**config.mk**
```make
export PLATFORM = sky130hd
export DESIGN_NAME = ssd_scan_controller
export DESIGN_NICKNAME = d
export VERILOG_FILES = /design/src/rtl/ssd_scan_controller.sv
export SDC_FILE = /design/constraint.sdc
export NUM_CORES = 1
export LEC_CHECK = 0
export CORE_MARGIN = 4
export CORE_UTILIZATION = 48
export CTS_CLUSTER_DIAMETER = 60
export DETAILED_ROUTE_END_ITERATION = 10
export PLACE_DENSITY = 0.83
export SYNTH_ARGS = -nofsm -noshare
export SYNTH_HDL_FRONTEND = slang
export SYNTH_SLANG_ARGS = --single-unit
```
**constraint.sdc**
```tcl
create_clock -name clkFast -period 2.55 [get_ports clkFast]
set_clock_uncertainty 0.2 [all_clocks]
set_input_delay 0.51 -clock clkFast [delete_from_list [all_inputs] [get_ports clkFast]]
set_output_delay 0.51 -clock clkFast [all_outputs]
set_load 0.05 [all_outputs]
```
**src/rtl/ssd_scan_controller.sv**
```systemverilog
// Four-digit seven-segment scan controller on a single fast clock: tick enable,
// blank/on digit scan, hex decode, leading-zero blanking and frame-synchronous value snapshot.
module ssd_scan_controller #(
  parameter int TICK_DIV = 10000,
  parameter int ON_TICKS = 3
) (
  input  logic        clkFast,
  input  logic        reset,
  input  logic [15:0] value_in,
  input  logic        value_valid,
  input  logic        blank_lz,
  output logic [6:0]  Cathode,
  output logic [3:0]  AN,
  output logic        frame_done,
  output logic [15:0] shown_value
);

  localparam int TW = $clog2(TICK_DIV);
  localparam int PW = (ON_TICKS > 1) ? $clog2(ON_TICKS) : 1;
  localparam logic [TW-1:0] TICK_LAST  = TW'(TICK_DIV - 1);
  localparam logic [PW-1:0] PHASE_LAST = PW'(ON_TICKS - 1);

  localparam logic [0:0] ST_BLANK = 1'b0;
  localparam logic [0:0] ST_ON    = 1'b1;

  logic [TW-1:0] tick_count;
  logic          tick;
  logic [0:0]    state;
  logic [1:0]    digit;
  logic [PW-1:0] phase;
  logic [15:0]   pending_value;
  logic          pending_flag;
  logic          boundary;
  logic [3:0]    nibble;
  logic [6:0]    seg;
  logic          dark;

  assign tick       = (tick_count == TICK_LAST);
  assign boundary   = tick && (state == ST_ON) && (digit == 2'd0) && (phase == PHASE_LAST);
  assign frame_done = boundary;

  always_comb begin
    nibble = 4'h0;
    dark   = 1'b0;
    case (digit)
      2'd3: begin
        nibble = shown_value[15:12];
        dark   = blank_lz && (shown_value[15:12] == 4'h0);
      end
      2'd2: begin
        nibble = shown_value[11:8];
        dark   = blank_lz && (shown_value[15:8] == 8'h00);
      end
      2'd1: begin
        nibble = shown_value[7:4];
        dark   = blank_lz && (shown_value[15:4] == 12'h000);
      end
      default: begin
        nibble = shown_value[3:0];
        dark   = 1'b0;
      end
    endcase
  end

  // Active-low segments, bit order gfedcba.
  always_comb begin
    seg = 7'b1111111;
    case (nibble)
      4'h0: seg = 7'b1000000;
      4'h1: seg = 7'b1111001;
      4'h2: seg = 7'b0100100;
      4'h3: seg = 7'b0110000;
      4'h4: seg = 7'b0011001;
      4'h5: seg = 7'b0010010;
      4'h6: seg = 7'b0000010;
      4'h7: seg = 7'b1111000;
      4'h8: seg = 7'b0000000;
      4'h9: seg = 7'b0010000;
      4'hA: seg = 7'b0001000;
      4'hB: seg = 7'b0000011;
      4'hC: seg = 7'b1000110;
      4'hD: seg = 7'b0100001;
      4'hE: seg = 7'b0000110;
      default: seg = 7'b0001110;
    endcase
  end

  always_ff @(posedge clkFast) begin
    if (reset || tick) begin
      tick_count <= '0;
    end else begin
      tick_count <= tick_count + 1'b1;
    end
  end

  // Outputs are loaded on the BLANK->ON edge and held through the whole ON phase.
  always_ff @(posedge clkFast) begin
    if (reset) begin
      state   <= ST_BLANK;
      digit   <= 2'd3;
      phase   <= '0;
      AN      <= 4'b1111;
      Cathode <= 7'b1111111;
    end else if (tick) begin
      if (state == ST_BLANK) begin
        state   <= ST_ON;
        phase   <= '0;
        AN      <= ~(4'b0001 << digit);
        Cathode <= dark ? 7'b1111111 : seg;
      end else if (phase == PHASE_LAST) begin
        state   <= ST_BLANK;
        phase   <= '0;
        digit   <= digit - 2'd1;
        AN      <= 4'b1111;
        Cathode <= 7'b1111111;
      end else begin
        phase <= phase + 1'b1;
      end
    end
  end

  // A strobe on the boundary cycle bypasses the pending register.
  always_ff @(posedge clkFast) begin
    if (reset) begin
      shown_value   <= 16'h0000;
      pending_value <= 16'h0000;
      pending_flag  <= 1'b0;
    end else if (boundary) begin
      if (value_valid) begin
        shown_value <= value_in;
      end else if (pending_flag) begin
        shown_value <= pending_value;
      end
      pending_flag <= 1'b0;
    end else if (value_valid) begin
      pending_value <= value_in;
      pending_flag  <= 1'b1;
    end
  end

endmodule

```
Word-level counts from Yosys, hierarchy flattened:

Memories as Yosys holds them, arrays and structs flattened.
Cells that the tools add are included.

* bits in registers: 63
* latch bits: 0
* RAM bits: 0
* ROM bits: 112
* input bits: 20
* output and inout port bits: 28
* word-level logic and storage cells: 52
* memories: 1

* $add $sub $neg: 3
* $mul: 0
* divide/modulo/power cells: 0
* $lt $le $gt $ge: 0
* equality and inequality tests: 6
* shift operators: 1
* multiplexer cells: 13
* bitwise gates (word level): 2
* reductions and logical operators: 17

Memory list
* (no name shown): depth 16, bits a word 7, rd ports 1, clocked after memory_dff 0, write ports 0, line 68 `case (nibble)`

Operator list (count)
* 16-bit two-way mux: 2
* 7-bit two-way mux: 3
* 14-bit by 1-bit adder with 14-bit output (second input constant): 1
* 14-bit == test (second input constant): 1
* 12-bit zero test: 1
* 4-bit one-hot mux with 3 select lines: 1
* 8-bit zero test: 1
* 4-bit two-way mux: 2
* 2-bit == test (second input constant): 3
* 1-bit logical AND: 6
* 2-bit AND reduction: 3
* 4-bit zero test: 1
* 2-bit two-way mux: 2
* 4-bit inverter: 1
* 1-bit by 2-bit << shifter with 4-bit output (first input constant): 1
* 1-bit one-hot mux with 3 select lines: 1
* 3-bit AND reduction: 1
* 2-bit by 1-bit adder with 2-bit output (second input constant): 1
* 2-bit by 1-bit == test with 1-bit output (second input constant): 1
* 2-bit zero test: 1
* 1-bit two-way mux: 2
* 2-bit by 1-bit inequality test with 1-bit output (second input constant): 1
* 2-bit nonzero test: 1
* 2-bit OR reduction: 1
* 3 further kinds: 3

Longest topological paths before layout:

Gate-level depths: netlist of the first run.

* depth after elaboration: 6
* gate-level depth with buffers: 10
* gate-level depth less buffers: 10

Worst setup path before layout of the first run:

Ideal clock, no wire load.

* path type: register to output
* start: register tick_count[5]
* end: output frame_done
* arrival time: 2.298 ns
* required time: 1.840 ns
* slack: -0.458 ns
* stages on the path, launching flop included: 7
* path buffers: 2
* cells stage by stage: dfxtp_1 or4b_1 or4_1 buf_2 buf_1 nor2_1 and3_1

* longest elaborated chain between the ends: 4

Ends and longest elaborated chain
* start, declared: line 26 `logic [TW-1:0] tick_count;`
* start signal, assigned: line 92 `tick_count <= tick_count + 1'b1;`
* 14-bit == test: line 38 `assign tick = (tick_count == TICK_LAST);`
* 1-bit logical AND (3 in a row): line 39 `assign boundary = tick && (state == ST_ON) && (digit == 2'd0) && (phase == PHASE_LAST);`
* end, declared: line 14 `output logic frame_done,`

No other way between the ends.

Final worst setup path of the first run:

* start: register tick_count[12]
* end: output frame_done

Same word-level chain as after synthesis.

==> flow_summary_export.csv, run 1 <==
group,metric,value,unit
logic_synthesis,synth_top_area_share,42.1,%
setup_path,worst_setup_path_end_kind,"output pin",
cells_and_area,drive_above_1_share,21.7,%
cells_and_area,area_delta_synth_final,36.2,%
timing,timing.final.ws_setup,-0.336,ns
die,die_w,87.0,µm
setup_path,startpoint_type,"flip-flop",
place,gp_congestion,0.812,
cells_and_area,finish.net_count,441,
logic_synthesis,yosysUniqueCellTypes,42,
die,start_util,50.0,%
timing,slew_headroom,60.5,%
power,vdd_drop_max,0.573,mV
timing,hold_viol,0,
timing,tns,-4.09,ns
cells_and_area,multi_input_area,0.00168,mm²
cells_and_area,antenna_cells,0,
global_routing,grt_pass1_wl,12300,µm
cts,cts_made_buffers,9,
global_routing,antenna_found_initial,0,
global_routing,grt_usage,20.8,%
logic_synthesis,synth-edff-count,0,
cts,clockBufferDepth,2,
run,maxCapViolCount,0,
timing,rsz0062_at_grt,"true",
place,hpwlAfterDp,4980,µm
logic_synthesis,ys_top_cells_by_area,"dfxtp_1 (42%), mux2i_1 (7.7%), mux2_2 (7.1%)",
power,seqPwrFrac,47.6,%
logic_synthesis,syn_area,0.00300,mm²
drt,wirelength,7500,µm
setup_path,crit_fanout,2,
die,num_io_pins,48,
power,power.share.clock,45.5,%
die,die_h,87.0,µm
logic_synthesis,synth-seq-cells,63,
cells_and_area,seqCellArea,0.00126,mm²
power,swShare,23.0,%
drt,vias,2652,
setup_path,criticalPathCategory,"flip-flop to output pin",
power,powerDensity,522,mW/mm²
drt,via_per_inst,5.42,
timing,max_freq,0.347,GHz
cts,insertion_delay,0.35,ns
power,leakagePower,1.57,nW
cts,clk_pin_slew_worst_paths,0.07,ns
drt,wl_per_cell,15.3,µm
logic_synthesis,ys_async_sr_fraction,0,%
logic_synthesis,yosysWarningCount,0,
timing,period_needed,2.89,ns
cts,postCtsHoldBufs,0,
power,p_sw,490,µW
logic_synthesis,syn-num-nets,366,
drt,drtIter0Drc,142,
logic_synthesis,yosys_most_used_dff,"dfxtp_1",
run_status,failed_checks,"setup timing",
setup_path,cp.arrival,2.18,ns
place,port_buffers,47,
logic_synthesis,ys_seq_area_share,42.1,%
global_routing,grt.overflow.total,0,
die,core,0.00599,mm²
logic_synthesis,syn_area_per_cell,8.97,µm²
cts,cts_sinks,63,
logic_synthesis,syn_inst,334,
die,placementRows,28,
worst_hold_path,min_path_type,"flip-flop to flip-flop",
setup_path,cp.required,1.84,ns
run_status,status,"finished with violations",
timing,finalMaxSlewViolations,0,
power,p_int,1.64,mW
timing,worst_pin_slew,0.581,ns
timing,period_share,113,%
cts,cts_tree,"built",
power,combPwrFrac,6.9,%
die,die-area,0.00757,mm²
logic_synthesis,yosys.area.top_type,"dfxtp_1",
global_routing,grt_pass1_vias,2665,
drt,first_pass_iters,5,
global_routing,grt_max_degree,28,
drt,route.detailed.drc,0,
cts,htreeDepth,3,
timing,setup_viol,36,
power,finalPower,2.13,mW
cts,root_buffer,"clkbuf_8",
drt,antenna_left,0,
cells_and_area,final.fill_count,424,
==> cell usage after synthesis (5+ instances only) <==
cell / count
a21oi_1: 25
dfxtp_1: 63
clkbuf_1: 9
nand2b_1: 6
ha_1: 12
xor2_1: 6
nand2_1: 46
inv_1: 13
nor2_1: 42
or3_1: 5
nand3_1: 7
mux2i_1: 23
xnor2_1: 7
mux2_2: 19
==> layout by cell type, fill, tap and decap left out, types with 3 or more instances in the layout <==
cell type         n
a21oi_1          25
a222oi_1          4
and3_1            3
buf_4            28
buf_6             3
clkbuf_8          9
clkdlybuf4s50_1  46
dfxtp_1          60
dfxtp_2           3
ha_1              8
ha_2              4
inv_1            13
mux2_2           18
mux2i_1          21
nand2_1          46
nand2b_1          6
nand3_1           7
nor2_1           41
nor3_1            4
o22a_1            4
o2bb2ai_1         4
or3_1             3
xnor2_1           6
xor2_1            6
==> path summary, 6_finish.rpt <==
kind	depth (start not counted)	endpoint	slack, ns	start
setup / recovery	5	frame_done	-0.34	tick_count[12]
hold reg to reg	2	AN[3]	0.28	AN[3]
hold / removal	2	AN[3]	0.28	AN[3]
setup reg to reg	8	shown_value[9]	-0.14	tick_count[12]
==> power groups by stage <==
stage | Clock (mW) | Combinational [mW] | Sequential (mW)
final | 0.968 | 0.147 | 1.01
after global routing | 1.03 | 0.159 | 1.02
after CTS | 0.986 | 0.147 | 1.01
after detailed placement | 0 | 0.139 | 1.04
after global placement | 0 | 0.137 | 1.03
after floorplan | 0 | 0.0780 | 1.03
==> per-stage QoR <==
step | std cells | hold WS (ns) | setup WS (ns) | utilization, % | instance area, µm²
after global routing | 489 | 0.300 | -0.383 | 68.1 | 4080
after global placement | 468 | 0.255 | -0.0735 | 62.4 | 3740
after CTS | 488 | 0.277 | -0.366 | 67.5 | 4040
after detailed placement | 468 | 0.261 | -0.146 | 62.4 | 3740
after floorplan | 334 | 0.226 | -0.143 | - | 3030
final | 489 | 0.277 | -0.336 | 68.1 | 4080
==> critical path: stages, from the launching register on <==
cell and delay [ns]:
dfxtp_2 0.32, or4b_1 0.51, or4_4 0.55, nor2_4 0.11
and3_4 0.21, buf_12 0.14
==> area by class of cell <==
class	instances	share of cell area [%]
Multi-Input combinational cell	242	41.2
Clock buffer	9	3.04
Inverter	13	1.20
Timing Repair Buffer	80	18.9
Clock inverter	7	2.39
Tap cell	75	2.30
Sequential cell	63	31.0
==> flip-flops by register name (all words and copies together) (netlist names) <==
register and flops:
Cathode 7, pending_value 16, pending_flag 1, shown_value 16, tick_count 14, AN 4
phase 2, digit 2, state 1
==> per-layer routing <==
metal,share of wire (%),track usage (%),vias to the layer above
met4,2.2,8.50,0
li1,-,-,1304
met5,0,0,-
met2,50,34.9,92
met3,6.0,4.92,23
met1,42,25.6,1233
==> kinds of logic after synthesis <==
group / count (synthesis) / share of synthesized area, %
compound gates: 48 / 10.9
flops: 63 / 42.1
fa+ha+maj: 12 / 5.01
mux: 42 / 14.8
simple gates: 127 / 19.4
buf+inv: 29 / 3.93
xor+xnor: 13 / 3.80
==> repair_timing <==
action,4_1_cts,5_1_grt
resized for setup,10,11
cloned,2,0
buffers inserted,2,1
pin swaps,4,2
endpoints found under the setup margin,36,42
No activity file was read; power rests on OpenSTA's default activity.
==> inputs of run 2 (changes only) <==
--- a/constraint.sdc
+++ b/constraint.sdc
@@ -4,2 +4,2 @@
 set_output_delay 0.51 -clock clkFast [all_outputs]
-set_load 0.05 [all_outputs]
+set_load 0.1 [all_outputs]
==> run 2 against run 1 <==
The run still ends with setup timing left. Clock power is 1% higher. Global-route usage increased by 0.58 points. First-iteration DRC count is 25% higher. Utilization shrank 0.65 points. Via count increased by 0.90%. Non-clock buffer count unchanged. Sequential share of layout area rose by 0.48 points. Maximum frequency down 1.9%. Die area stayed put. Clock-buffer cell count up 4. Combinational power decreased by 3%. Critical path type unchanged. Largest cell class unchanged.
==> flow_summary_export.csv, run 2 (synthesized netlist as in run 1, its figures left out) <==
group,metric,value,unit
power,vdd_drop_max,0.428,mV
timing,holdWs,0.279,ns
run,maxCapViolCount,0,
die,num_io_pins,48,
cts,clockBufferDepth,2,
cells_and_area,drive_above_1_share,29.7,%
setup_path,worst_setup_path_end_kind,"output pin",
die,die-area,0.00757,mm²
setup_path,crit_chain,"or4b_1 -> or4_4 -> nor2_4 -> and3_4 -> buf_12",
place,gp_congestion,0.864,
cts,cts_tree,"built",
setup_path,rr_worst_depth,7,
setup_path,r2r-start,"tick_count[7]",
setup_path,cpMaxStageDelayCell,"or4_4",
power,powerDensity,528,mW/mm²
cells_and_area,layout_commonest_cell,"dfxtp_1",
cts,cts_sinks,63,
global_routing,grt_pass1_wl,12600,µm
cts,cts_made_buffers,9,
die,start_util,50.0,%
power,p_int,1.69,mW
cts,htreeDepth,3,
run_status,status,"finished with violations",
drt,wirelength,7450,µm
timing,slew_headroom,59.3,%
cells_and_area,top_regs,"pending_value (16), shown_value (16), tick_count (14)",
power,p_sw,445,µW
power,leakagePower,1.62,nW
global_routing,grt_pass1_vias,2662,
setup_path,max_stage_delay,0.56,ns
global_routing,antenna_found_initial,0,
setup_path,crit_fanout,2,
drt,antenna_left,0,
cells_and_area,final_cell_mix,"dfxtp_1 (54), buf_4 (52), nand2_1 (44), nor2_1 (41), a21oi_1 (24)",
cells_and_area,area_delta_synth_final,34.9,%
timing,period_needed,2.94,ns
cts,clk_pin_slew_worst_paths,0.07,ns
place,hpwlAfterDp,5060,µm
global_routing,grt.overflow.total,0,
cells_and_area,seqCellArea,0.00127,mm²
setup_path,cp.required,1.84,ns
run_status,failed_checks,"setup timing",
die,core,0.00599,mm²
drt,via_per_inst,5.47,
timing,setup_viol,40,
setup_path,ff2ff_setup_slack,-0.35,ns
cells_and_area,final.fill_count,431,
drt,drtIter0Drc,178,
cells_and_area,fin_util,67.5,%
cells_and_area,multi_input_area,0.00169,mm²
die,die_h,87.0,µm
drt,vias,2676,
global_routing,grt_usage,21.4,%
global_routing,grt_max_degree,26,
timing,timing.final.ws_setup,-0.392,ns
cts,insertion_delay,0.34,ns
timing,worst_pin_slew,0.599,ns
timing,tns,-7.47,ns
cts,root_buffer,"clkbuf_8",
timing,max_freq,0.340,GHz
worst_hold_path,min_path_type,"flip-flop to flip-flop",
power,power.share.clock,45.8,%
drt,first_pass_iters,4,
drt,wl_per_cell,15.2,µm
worst_hold_path,hp-start,"shown_value[1]",
cells_and_area,fin_area,0.00404,mm²
power,combPwrFrac,6.7,%
cells_and_area,finish.net_count,441,
setup_path,cp.arrival,2.23,ns
setup_path,crit_end,"frame_done",
cells_and_area,antenna_cells,0,
drt,route.detailed.drc,0,
power,seqPwrFrac,47.5,%
setup_path,startpoint,"tick_count[7]",
place,postPlaceCellArea,0.00366,mm²
place,port_buffers,47,
timing,period_share,115,%
setup_path,r2r-end,"Cathode[1]",
die,die_w,87.0,µm
timing,hold_viol,0,
power,swShare,20.9,%
setup_path,criticalPathCategory,"flip-flop to output pin",
setup_path,startpoint_type,"flip-flop",
timing,rsz0062_at_grt,"true",
die,placementRows,28,
timing,finalMaxSlewViolations,0,
[run 2: changes by cell type in the layout (fill, tap and decap cells not counted), sizes merged]
cell / delta
buf: +27
clkdlybuf4s50: -27
clkbuf: +4
clkinv: -2
clkinvlp: -2
[run 2: final cells by class]
cell class,instances,share of cell area [%]
multi-input cells,242,41.7
clock inverters,3,1.61
well taps,75,2.32
inverters,13,1.21
clock buffers,13,3.93
repair buffers,80,17.7
flip-flops and latches,63,31.5
[run 2: critical path: cells and delay by family (launching register included)]
kind,cells,cell delay (ns)
buf+inv,1,0.17
flops,1,0.32
simple gates,4,1.40
[run 2: how the worst min path moves through the flow]
stage | to | slack [ns] | cells after the start
final | shown_value[1] | 0.28 | 2
after global routing | shown_value[13] | 0.31 | 2
after CTS | shown_value[1] | 0.27 | 2
after detailed placement | shown_value[1] | 0.26 | 2
after global placement | shown_value[1] | 0.26 | 2
after floorplan | tick_count[0] | 0.23 | 1
[run 2: layer usage]
metal  global-route usage (%)  part of all wire, %
met1                     26.0                   41
met3                     3.97                  5.2
met5                        0                    0
met4                     10.3                  2.5
met2                     36.2                   51
[run 2: power groups by stage]
stage          registers, mW  clock network [mW]  logic (mW)
2_1_floorplan           1.03                   0      0.0780
3_3_place_gp            1.03                   0       0.134
3_5_place_dp            1.04                   0       0.136
4_1_cts                 1.01               0.995       0.144
5_1_grt                 1.01                1.04       0.156
6_report                1.01               0.978       0.143
[run 2: metrics by stage]
stage	setup slack, ns	total power, mW	instances
3_5_place_dp	-0.195	1.17	465
2_1_floorplan	-0.240	1.11	334
3_3_place_gp	-0.115	1.17	465
6_report	-0.392	2.13	489
5_1_grt	-0.438	2.21	489
4_1_cts	-0.394	2.15	485
[run 2: timing repair]
item | in CTS | in global routing
gates resized for setup | 10 | 15
pin swaps | 3 | 8
endpoints found under the setup margin | 39 | 44
hold buffers | 0 | 0
cloned | 2 | 0
setup buffers | 2 | 4
